[config.mk]
export PLATFORM = sky130hd
export DESIGN_NAME = button_debouncer
export DESIGN_NICKNAME = d
export VERILOG_FILES = /design/src/rtl/button_debouncer.sv
export SDC_FILE = /design/constraint.sdc
export NUM_CORES = 1
export LEC_CHECK = 0
export CELL_PAD_IN_SITES_DETAIL_PLACEMENT = 1
export CELL_PAD_IN_SITES_GLOBAL_PLACEMENT = 1
export CORE_ASPECT_RATIO = 0.8
export CORE_MARGIN = 2
export CORE_UTILIZATION = 44
export DETAILED_ROUTE_END_ITERATION = 8
export PLACE_DENSITY_LB_ADDON = 0.05
export SLEW_MARGIN = 0
export SYNTH_ARGS = -nofsm -noshare
export SYNTH_HDL_FRONTEND = slang
export SYNTH_SLANG_ARGS = --single-unit
[constraint.sdc]
create_clock -name clock -period 1.71 [get_ports clock]
set_clock_uncertainty 0.05 [all_clocks]
set_input_delay 0.4275 -clock clock [delete_from_list [all_inputs] [get_ports clock]]
set_output_delay 0.4275 -clock clock [all_outputs]
set_load 0.02 [all_outputs]
[src/rtl/button_debouncer.sv]
// Purpose: two-flop synchroniser plus per-channel stability counter for raw buttons, with rise/fall event pulses.
// Latency: DEBOUNCE_CYCLES+2 clock edges from a clean input step to out/rise/fall; stable is combinational from flops.
// Backpressure: none; free-running conditioner, every channel updates independently on every edge.
module button_debouncer #(
    parameter int LENGTH          = 8,
    parameter int DEBOUNCE_CYCLES = 16
) (
    input  logic              clock,
    input  logic              reset_n,
    input  logic [LENGTH-1:0] in,
    output logic [LENGTH-1:0] out,
    output logic [LENGTH-1:0] rise,
    output logic [LENGTH-1:0] fall,
    output logic              stable
);
    localparam int CW = (DEBOUNCE_CYCLES > 2) ? $clog2(DEBOUNCE_CYCLES) : 1;
    localparam logic [CW-1:0] CNT_MAX = CW'(DEBOUNCE_CYCLES - 1);

    logic [LENGTH-1:0] sync1;
    logic [LENGTH-1:0] sync2;
    logic [CW-1:0]     cnt [LENGTH];

    always_ff @(posedge clock or negedge reset_n) begin
        if (!reset_n) begin
            sync1 <= '0;
            sync2 <= '0;
            out   <= '0;
            rise  <= '0;
            fall  <= '0;
            for (int i = 0; i < LENGTH; i++) begin
                cnt[i] <= '0;
            end
        end else begin
            sync1 <= in;
            sync2 <= sync1;
            for (int i = 0; i < LENGTH; i++) begin
                rise[i] <= 1'b0;
                fall[i] <= 1'b0;
                // Any agreeing cycle throws away the partial run, so only an
                // unbroken mismatch of DEBOUNCE_CYCLES edges is accepted.
                if (sync2[i] == out[i]) begin
                    cnt[i] <= '0;
                end else if (cnt[i] == CNT_MAX) begin
                    out[i]  <= sync2[i];
                    cnt[i]  <= '0;
                    rise[i] <= sync2[i];
                    fall[i] <= ~sync2[i];
                end else begin
                    cnt[i] <= cnt[i] + CW'(1);
                end
            end
        end
    end

    assign stable = (sync2 == out);
endmodule

== Word-level counts from Yosys, hierarchy flattened ==
Cells that the tools add are included.

* Bitwise operators: 16
* Divide/modulo/power cells: 0
* Shifts and indexed selects: 0
* $mul: 0
* Reductions and logical operators: 8
* Equal/unequal tests: 17
* Magnitude comparators: 0
* Add/subtract/negate cells: 8
* Mux-type cells: 48

{| class="wikitable"
|+ Operator list
! operator !! number
|-
| $mux W4 || 16
|-
| $add A4 B1 Y4 const B || 8
|-
| $eq A4 B4 Y1 const B || 8
|-
| $mux W1 || 32
|-
| $not A1 Y1 || 16
|-
| $reduce_and A2 Y1 || 8
|-
| $eq A1 B1 Y1 || 8
|-
| $eq A8 B8 Y1 || 1
|}

* Memory bits (read-only): 0
* Memories: 0
* Input port bits: 10
* Bits in latches: 0
* Flip-flop bits (word level): 72
* Word-level logic and storage cells: 117
* Output and inout port bits: 25
* Bits in writable memories: 0

== Logic depth before layout (Yosys ltp) ==
* Depth after elaboration: 3
* Gate-level depth with buffers: 4

== Worst setup path after synthesis ==
Ideal clock, no wire load.

* Path kind: reg-to-output
* Start point: register out[0]
* End point: output stable
* Buffers on the path: 0
* Arrival: 1.225 ns
* Path slack: 0.008 ns
* Stages on the path, launching flop included: 4
* Required time: 1.232 ns
* Path through: dfrtp_1 > xnor2_1 > nand4_1 > nor2_1

* Cells in the longest elaborated chain, start to end: 1

{| class="wikitable"
|+ RTL lines
! element !! line !! text
|-
| start: declaration || 11 || <nowiki>output logic [LENGTH-1:0] out,</nowiki>
|-
| start signal: indexed assignment || 44 || <nowiki>out[i] <= sync2[i];</nowiki>
|-
| $eq A8 B8 Y1 || 55 || <nowiki>assign stable = (sync2 == out);</nowiki>
|-
| end: declaration || 14 || <nowiki>output logic stable</nowiki>
|}

No other way between the ends.

== Final worst setup path ==
* Start point: register sync2[6]
* End point: output stable

* Cells in the longest elaborated chain, start to end: 1

{| class="wikitable"
|+ RTL lines
! element !! line !! text
|-
| start: declaration || 20 || <nowiki>logic [LENGTH-1:0] sync2;</nowiki>
|-
| start signal: assignment || 35 || <nowiki>sync2 <= sync1;</nowiki>
|-
| $eq A8 B8 Y1 || 55 ||
|}

No other way between the ends.

==> impl_metrics.ini <==
[yosys]
synth-seq-cells = 72
synth_edf_count = 0
synthTopCellsByCount = dfrtp_1 (72), nor3b_1 (22), a21oi_1 (16), xnor2_1 (16), nor2_1 (9)
netlist_instances = 195
mappedNetlistArea_um2 = 2681
postSynthNetCount = 213
ys_warn_count = 0
async_flop_share_pct = 100.0
synthMostInstantiatedCell = dfrtp_1
synth_top_family_by_area = simple AND/OR/NAND/NOR gates
synthTopCellsByArea = dfrtp_1 (67%), nor3b_1 (6.2%), xnor2_1 (5.2%)
synth_xor_area_share_pct = 5.226
synth_top_area_share_pct = 67.20
avgSynthCellArea_um2 = 13.75
synth_compound_area_share_pct = 5.133
synth.area.mux_share_pct = 3.360
seq_area_frac_synth_pct = 67.20
ys_types = 16
synth_fa_ha_area_share_pct = 3.733
yosys.area_share.simple_pct = 14.23
synth-main-ff-cell = dfrtp_1
yosys.area.top_type = dfrtp_1

[cells_and_area]
drive_gt1_share_pct = 23.90
final_nets = 285
diodes = 0
final_util_pct = 60.28
synthToLayoutAreaGrowth_pct = 32.90

[global_route]
grt.total_usage_pct = 18.73
grt_overflow_total = 0
grt_max_degree = 73
grt_pass1_vias = 1978
grt_pass1_wl_um = 9508
antenna_found_initial = 0

[sta]
setup_viol = 1
rsz0062_at_grt = true
setup_ws_ps = -162.2
tightest_slew_ps = 378.4
hold_viol = 0
slew_headroom_pct = 74.77
max_freq_mhz = 534.1
period_needed_ps = 1872
report.final.slew_viol_count = 0
min_period_over_period_pct = 109.5

[setup_path]
reg2regPathDepth = 3
critical_path.startpoint_type = flip-flop
r2r_start = cnt[8]$_DFF_PN0_
cp.required_ps = 1230
r2r_slack_ps = 320
critPathKind = reg -> out
crit_arrival_ps = 1390
crit_path_end_kind = output pin
r2r_end = out[5]$_DFFE_PN0P_
worstPathMaxFanout = 2

[clock_tree]
htree_levels = 3
numClockSinks = 72
cts-root-buf = clkbuf_8
cts_max_path_buffers = 2
cts_tree = done
clkLatencyLatePin_ps = 330
clk_pin_slew_ps = 70
numCtsBuffers = 9

[die]
num_io_pins = 35
initial_core_util_pct = 45.35
fp.dieArea_um2 = 6738
coreArea_um2 = 5912
die_h_um = 73.82
die_width_um = 91.28
rows = 25

[min_path]
hold_class = in -> async

[placement]
hpwl_um = 3989
io_buffer_count = 34
gp_congestion = 0.6927
dp_slack_ps = -323.0

[drt]
drt_first_pass_iters = 4
num_vias = 1763
avgRoutedWirePerCell_um = 16.13
first_iter_violations = 52
antenna_left = 0
wirelength_um = 5693
via_per_inst = 4.994
drc = 0

[pwr]
p_leak_uw = 0.001703
vdd_drop_max_mv = 0.5098
p_per_area_nw_per_um2 = 981.7

[outcome]
run_status = finished with violations
violations = negative setup slack

[run]
drv_cap = 0
[final cells by class]
class	instances	area, um^2
clock inverters	6	82.58
multi-input cells	115	902.1
inverters	8	30.03
fillers	587	2349
repair buffers	61	508.0
clock buffers	10	137.6
flip-flops and latches	72	1802
well taps	81	101.3
[cell families (layout without fill, tap and decap cells)]
family,Yosys count,in the layout
flops,72,72
simple gates,57,57
compound gates,26,26
xor+xnor,16,16
fa+ha+maj,8,8
mux,8,8
buf+inv,8,85
[layer usage]
metal	routed length [um]	GRT usage (%)	share of wire (%)
met1	2240	19.96	39
met2	3244	36.05	57
met3	209	6.462	3.7
met4	0	4.545	0
met5	0	0	0
[state kept, by name (all words and copies together) (netlist names)]
| name | count |
|---|---|
| sync1 | 8 |
| sync2 | 8 |
| rise | 8 |
| out | 8 |
| fall | 8 |
| cnt | 32 |
[repair_timing]
action,4_1_cts,5_1_grt
hold buffers,0,0
endpoints found under the setup margin,25,7
pin swaps,1,3
resized for setup,39,10
setup buffers,2,2
[placed cells by master (no fill, tap or decap)]
cell type        synthesis  routed
a311oi_1                 2       2
clkbuf_2                 0       3
buf_4                    0      27
mux2_2                   8       8
a21oi_1                 16      16
and2b_1                  6       6
nand4_1                  2       2
clkinv_2                 0       3
o21ai_0                  8       8
nand4b_1                 8       8
dfrtp_1                 72      72
xnor2_2                  0       7
clkinvlp_4               0       1
nor3b_1                 22      22
clkbuf_8                 0      10
ha_1                     8       8
clkdlybuf4s50_1          0       8
buf_2                    0       2
dlygate4sd2_1            0      16
buf_12                   0       1
inv_1                    8       8
and2b_2                  1       1
nor2_1                   9       9
nand3_1                  8       8
clkdlybuf4s15_1          0       4
xnor2_1                 16       9
nor2b_1                  1       1
bufinv_16                0       2
[critical path, cell delays in order, from the launching register on]
cell and delay, ps:
dfrtp_1 410, xnor2_2 190, nand4_1 140, nor2_1 150
buf_4 160
[per-stage QoR]
| step | hold slack [ps] | cells | total power, uW | TNS [ps] | area (um^2) |
|---|---|---|---|---|---|
| final | 53.56 | 353 | 3498 | -162.2 | 3563 |
| after global routing | 86.58 | 353 | 3649 | -263.9 | 3563 |
| after CTS | 65.25 | 351 | 3531 | -186.7 | 3536 |
| after detailed placement | 287.1 | 333 | 2074 | -323.0 | 3303 |
| after global placement | 287.2 | 333 | 2038 | -287.1 | 3303 |
| after floorplan | 81.91 | 195 | 1943 | 0 | 2681 |
[where the power goes]
part / leakage [uW] / internal (uW) / total [uW] / switching, uW
sequential: 0.000948 / 1770 / 1830 / 64.7
clock: 0.000112 / 853 / 1450 / 593
combinational: 0.000643 / 114 / 220 / 106
[how the worst max path moves through the flow]
stage | from | to | cells past startpoint
final | sync2[6]$_DFF_PN0_ | stable | 4
after global routing | out[7]$_DFFE_PN0P_ | stable | 4
after CTS | out[3]$_DFFE_PN0P_ | stable | 4
after detailed placement | sync2[5]$_DFF_PN0_ | stable | 4
after global placement | out[6]$_DFFE_PN0P_ | stable | 4
after floorplan | out[0]$_DFFE_PN0P_ | stable | 3
Power figures use the tool's default switching activity.
